==> config.mk <==
export PLATFORM = sky130hd
export DESIGN_NAME = kbd_ctrl
export DESIGN_NICKNAME = d
export VERILOG_FILES = /design/src/rtl/kbd_ctrl.sv
export SDC_FILE = /design/constraint.sdc
export NUM_CORES = 1
export LEC_CHECK = 0
export ABC_CLOCK_PERIOD_IN_PS = 2600
export CAP_MARGIN = 30
export CORE_UTILIZATION = 53
export CTS_CLUSTER_DIAMETER = 200
export DETAILED_ROUTE_END_ITERATION = 6
export GPL_ROUTABILITY_DRIVEN = 0
export PLACE_DENSITY = 0.86
export SETUP_SLACK_MARGIN = 0.3
export SYNTH_ARGS = -nofsm -noshare
export SYNTH_HDL_FRONTEND = slang
export SYNTH_SLANG_ARGS = --single-unit
==> constraint.sdc <==
create_clock -name clk -period 2.6 [get_ports clk]
set_clock_uncertainty 0.2 [all_clocks]
set_input_delay 0.78 -clock clk [delete_from_list [all_inputs] [get_ports clk]]
set_output_delay 0.78 -clock clk [all_outputs]
set_load 0.02 [all_outputs]
==> src/rtl/kbd_ctrl.sv <==
// Keyboard controller: PS/2 scan-code decoding into the Hack KBD register, with
// shift/caps tracking and the caps-lock LED command exchange back to the keyboard.
module kbd_ctrl #(
    parameter int unsigned ACK_TIMEOUT = 50000
) (
    input  logic        clk,
    input  logic        rst_n,
    input  logic        scan_ready,
    input  logic [7:0]  scan_code,
    output logic [7:0]  lut_code,
    output logic        lut_shift,
    output logic        lut_caps,
    input  logic [7:0]  lut_ascii,
    output logic [15:0] kbd,
    output logic        key_valid,
    output logic        caps_led,
    output logic        tx_req,
    output logic [7:0]  tx_data,
    input  logic        tx_busy,
    output logic        ack_err
);

    localparam int CW = $clog2(ACK_TIMEOUT + 1);

    typedef enum logic [1:0] {D_IDLE, D_EXT, D_BRK, D_EXT_BRK} dec_state_t;
    typedef enum logic [2:0] {L_IDLE, L_CMD, L_ACK1, L_DATA, L_ACK2} led_state_t;

    dec_state_t dec_state, dec_next;
    led_state_t led_state;

    logic          scan_ready_q;
    logic          accept, in_ack, consume;
    logic          emit, emit_break, emit_ext;
    logic          ev_valid, ev_break, ev_ext;
    logic          shift, caps, caps_down, caps_tog, pending;
    logic          is_shift, is_caps;
    logic [7:0]    key_val;
    logic [8:0]    held_id;
    logic [CW-1:0] ack_cnt;

    // FA/FE replies during an LED exchange belong to the sequencer, not the decoder.
    assign accept   = scan_ready && !scan_ready_q;
    assign in_ack   = (led_state == L_ACK1) || (led_state == L_ACK2);
    assign consume  = accept && in_ack && (scan_code == 8'hFA || scan_code == 8'hFE);
    assign caps_led = caps;

    // NOTE: every output of an always_comb gets a default first, so no path can infer a latch.
    always_comb begin
        dec_next   = dec_state;
        emit       = 1'b0;
        emit_break = 1'b0;
        emit_ext   = 1'b0;
        unique case (dec_state)
            D_IDLE: begin
                if (scan_code == 8'hE0)      dec_next = D_EXT;
                else if (scan_code == 8'hF0) dec_next = D_BRK;
                else                         emit = 1'b1;
            end
            D_EXT: begin
                if (scan_code == 8'hF0) begin
                    dec_next = D_EXT_BRK;
                end else begin
                    emit     = 1'b1;
                    emit_ext = 1'b1;
                    dec_next = D_IDLE;
                end
            end
            D_BRK: begin
                emit       = 1'b1;
                emit_break = 1'b1;
                dec_next   = D_IDLE;
            end
            D_EXT_BRK: begin
                emit       = 1'b1;
                emit_break = 1'b1;
                emit_ext   = 1'b1;
                dec_next   = D_IDLE;
            end
        endcase
    end

    // NOTE: sequential state uses non-blocking assignments so every register samples pre-edge values.
    always_ff @(posedge clk) begin
        if (!rst_n) begin
            scan_ready_q <= 1'b0;
            dec_state    <= D_IDLE;
            ev_valid     <= 1'b0;
            ev_break     <= 1'b0;
            ev_ext       <= 1'b0;
            lut_code     <= 8'h00;
            lut_shift    <= 1'b0;
            lut_caps     <= 1'b0;
        end else begin
            scan_ready_q <= scan_ready;
            lut_shift    <= shift;
            lut_caps     <= caps;
            ev_valid     <= 1'b0;
            if (accept && !consume) begin
                dec_state <= dec_next;
                ev_valid  <= emit;
                ev_break  <= emit_break;
                ev_ext    <= emit_ext;
                if (emit) lut_code <= scan_code;
            end
        end
    end

    always_comb begin
        key_val  = 8'h00;
        is_shift = !ev_ext && (lut_code == 8'h12 || lut_code == 8'h59);
        is_caps  = !ev_ext && (lut_code == 8'h58);
        if (ev_ext) begin
            case (lut_code)
                8'h6B:   key_val = 8'd130;
                8'h75:   key_val = 8'd131;
                8'h74:   key_val = 8'd132;
                8'h72:   key_val = 8'd133;
                default: key_val = 8'h00;
            endcase
        end else if (!is_shift && !is_caps) begin
            case (lut_code)
                8'h5A:   key_val = 8'd128;
                8'h66:   key_val = 8'd129;
                8'h76:   key_val = 8'd140;
                default: key_val = lut_ascii;
            endcase
        end
    end

    always_ff @(posedge clk) begin
        if (!rst_n) begin
            kbd       <= 16'h0000;
            key_valid <= 1'b0;
            held_id   <= 9'h000;
            shift     <= 1'b0;
            caps      <= 1'b0;
            caps_down <= 1'b0;
            caps_tog  <= 1'b0;
        end else begin
            key_valid <= 1'b0;
            caps_tog  <= 1'b0;
            if (ev_valid && !ev_break) begin
                if (is_shift) begin
                    shift <= 1'b1;
                end else if (is_caps) begin
                    // caps_down suppresses retoggling on typematic repeats.
                    if (!caps_down) begin
                        caps     <= !caps;
                        caps_tog <= 1'b1;
                    end
                    caps_down <= 1'b1;
                end else if (key_val != 8'h00) begin
                    kbd       <= {8'h00, key_val};
                    held_id   <= {ev_ext, lut_code};
                    key_valid <= 1'b1;
                end
            end else if (ev_valid) begin
                if (is_shift) begin
                    shift <= 1'b0;
                end else if (is_caps) begin
                    caps_down <= 1'b0;
                end else if ({ev_ext, lut_code} == held_id) begin
                    kbd     <= 16'h0000;
                    held_id <= 9'h000;
                end
            end
        end
    end

    // The timeout counter is cleared with tx_req and reaches ACK_TIMEOUT-1 exactly
    // ACK_TIMEOUT non-busy cycles later, where ack_err is raised.
    always_ff @(posedge clk) begin
        if (!rst_n) begin
            led_state <= L_IDLE;
            tx_req    <= 1'b0;
            tx_data   <= 8'h00;
            ack_err   <= 1'b0;
            ack_cnt   <= '0;
            pending   <= 1'b0;
        end else begin
            tx_req  <= 1'b0;
            ack_err <= 1'b0;
            if (caps_tog && led_state != L_IDLE) pending <= 1'b1;
            case (led_state)
                L_IDLE: begin
                    if (caps_tog || pending) begin
                        led_state <= L_CMD;
                        pending   <= 1'b0;
                    end
                end
                L_CMD, L_DATA: begin
                    if (!tx_busy) begin
                        tx_req    <= 1'b1;
                        tx_data   <= (led_state == L_CMD) ? 8'hED : {5'b00000, caps, 2'b00};
                        ack_cnt   <= '0;
                        led_state <= (led_state == L_CMD) ? L_ACK1 : L_ACK2;
                    end
                end
                L_ACK1, L_ACK2: begin
                    if (consume) begin
                        if (scan_code == 8'hFA)
                            led_state <= (led_state == L_ACK1) ? L_DATA : L_IDLE;
                        else
                            led_state <= (led_state == L_ACK1) ? L_CMD : L_DATA;
                    end else if (!tx_busy) begin
                        if (ack_cnt == CW'(ACK_TIMEOUT - 1)) begin
                            ack_err   <= 1'b1;
                            led_state <= L_IDLE;
                        end else begin
                            ack_cnt <= ack_cnt + CW'(1);
                        end
                    end
                end
                default: led_state <= L_IDLE;
            endcase
        end
    end

endmodule
==> impl_metrics.ini <==
[run_status]
status = completed

[timing]
hold_viol = 0
maxSlewHeadroom_pct = 56.4
whs_ps = 297
rsz0062_at_grt = yes
min_period_over_period_pct = 99.4
final-setup-viol-count = 0
fin_ws_ps = 16.0
clock.fmax_ghz = 0.387
period_minus_slack_ps = 2580
fin_tns_setup_ps = 0
worst-slew-pin-transition_ps = 650
maxSlewViolCount = 0

[placed_design]
port_buffers = 47
placed_area_um2 = 4060
hpwl_um = 5860
pre_cts_slack_ps = -521

[pwr]
power_density_nw_per_um2 = 497
p_leak_nw = 2.05
ir_worst_vdd_mv = 0.597

[detailed_routing]
via_count = 3842
wl_per_cell_um = 23.6
totalWireLength_um = 13100
drcViolationCount = 0
final_antenna_net_count = 0
drtIter0Drc = 531
vias_per_cell = 6.91
drt-pass1-iter-count = 6

[setup_path]
max_stage_delay_ps = 460
crit_path_start_kind = flip-flop
path_max_fanout = 10
arrival_ps = 2630
crit_required_ps = 2640
crit_buf_inv = 1
path_delay_family = compound AO/OA/AOI/OAI gates
crit_chain = nor4bb_2 > o211a_1 > a21oi_2 > o311ai_4 > buf_4 > o31ai_4 > a32o_1
critPathKind = reg -> reg
critPathSlowestCell = dfxtp_2
endpoint_kind = flip-flop

[synthesis]
ys_types = 68
syn_area_per_cell_um2 = 8.87
seq_area_frac_synth_pct = 37.2
postSynthRegisterBits = 62
synth_warnings = 0
async_reset_ff_share_pct = 0
synth_edf_count = 0
syn_inst = 376
synth_ff_type = dfxtp_1
syn_area_um2 = 3330

[global_routing]
grt_overflow_total = 0
grt_pass1_vias = 3311
antenna_found_initial = 0
grt_start_max_net_pins = 25
track_usage_pct = 33.3
grt_pass1_wl_um = 16400

[clock_network]
cts_hold_buffers = 0
clk_pin_slew_worst_paths_ps = 80
cts_tree = yes
numCtsBuffers = 9
htree_levels = 3
root_buffer = clkbuf_8
insertion_delay_ps = 360
cts_sinks = 62
max-clock-path-buffers = 2

[floorplanning]
dieHeight_um = 81.3
initial_core_util_pct = 55.7
core-area_um2 = 5990
ios = 58
fp.dieW_um = 81.3
rows = 28
fp.dieArea_um2 = 6610

[final_layout]
fill_cells = 328
drive_gt1_share_pct = 35.6
syn_to_final_growth_pct = 48.5
multiInputGateArea_um2 = 2270
fin_nets = 498
antennaDiodeCount = 0
regArea_um2 = 1270
design_area_um2 = 4950

[hold_path]
min_path_type = reg -> reg

[flow_run]
drv_cap = 0
-- tightest hold or removal path, cell delays in order (launching register included) --
cell     delay [ps]
dfxtp_1         320
nand2_1          70
o22ai_2          70
-- area by class of cell --
class / instances / share of cell area [%]
Multi-Input combinational cell: 275 / 45.8
Sequential cell: 62 / 25.7
Timing Repair Buffer: 116 / 21.4
Clock buffer: 13 / 3.44
Tap cell: 75 / 1.90
Inverter: 12 / 0.910
Clock inverter: 3 / 0.809
-- cell families after synthesis --
family / after synthesis / synth area share, %
AO/OA/AOI/OAI: 86 / 19.4
XOR/XNOR: 15 / 3.94
adder cells (fa/ha/maj): 3 / 1.05
buffers and inverters: 51 / 8.78
flip-flops: 62 / 37.2
multiplexers: 12 / 3.60
other: 1 / 0.112
AND/OR/NAND/NOR: 146 / 25.9
-- worst paths after layout --
path | startpoint | to | cells past startpoint | slack, ps
worst max register to register | lut_code[4] | held_id[7] | 7 | 20
worst max-delay path | lut_code[4] | held_id[7] | 7 | 20
worst min register to register | kbd[2] | kbd[2] | 2 | 300
worst min-delay path | kbd[2] | kbd[2] | 2 | 300
-- layer usage --
metal	GRT usage [%]	up-vias	routed length (µm)
met1	40.0	1761	4720
met2	54.3	384	5850
met4	14.5	0	994
li1	-	1564	-
met3	10.7	133	1560
met5	0	-	0
-- state kept, by name, summed over array words and instances, names as in the netlist, 2 cells and up --
signal / cells
ack_cnt: 16
dec_state: 2
held_id: 9
kbd: 8
led_state: 3
lut_code: 8
tx_data: 2
-- where the power goes --
part | leakage [nW] | internal (mW) | switching (mW)
Sequential | 0.509 | 0.973 | 0.0407
Clock | 0.109 | 0.525 | 0.407
Combinational | 1.43 | 0.231 | 0.285
Total | 2.05 | 1.73 | 0.733
-- layout by cell type (no fill, tap or decap), drive strengths merged, types with 4 or more instances in the layout --
cell / instances
inv: 12
and2: 15
nor2b: 15
clkdlybuf4s15: 4
nand4: 7
xnor2: 13
nand3: 13
conb: 10
nand2b: 6
dfxtp: 62
a32o: 12
dlymetal6s2s: 8
nor3: 10
nand2: 21
clkdlybuf4s50: 16
o21ai: 16
clkbuf: 13
a21oi: 17
nor2: 17
and4bb: 4
or4: 6
dlygate4sd2: 15
buf: 73
a21boi: 4
or3: 11
o31ai: 8
mux2i: 12
nor4: 5
-- cells in the mapped netlist (10+ instances only) --
library cell / count / area (µm²)
mux2i_1: 12 / 120
clkbuf_1: 10 / 37.5
xnor2_1: 13 / 114
or3_1: 11 / 68.8
nor3_1: 10 / 50.1
nand3_1: 13 / 65.1
dfxtp_1: 62 / 1240
nor2_1: 17 / 63.8
buf_4: 16 / 120
nand2_1: 21 / 78.8
a32o_1: 12 / 120
a21oi_1: 16 / 80.1
o21ai_0: 15 / 75.1
inv_1: 12 / 45.0
and2_1: 15 / 93.8
nor2b_1: 15 / 93.8
-- metrics by stage --
stage	total power, mW	instances	util, %
floorplan	1.27	385	-
global placement	1.39	513	67.8
detailed placement	1.40	513	67.8
CTS	2.33	545	76.1
global route	2.53	556	82.6
finish	2.46	556	82.6
-- what timing repair did --
item | 4_1_cts | 5_1_grt
resized for setup | 76 | 80
pin swaps | 33 | 35
setup buffers | 13 | 9
endpoints found under the setup margin | 62 | 55
gates cloned | 3 | 2
hold endpoints to repair | 0 | 0
(Power assumes the default switching activity.)
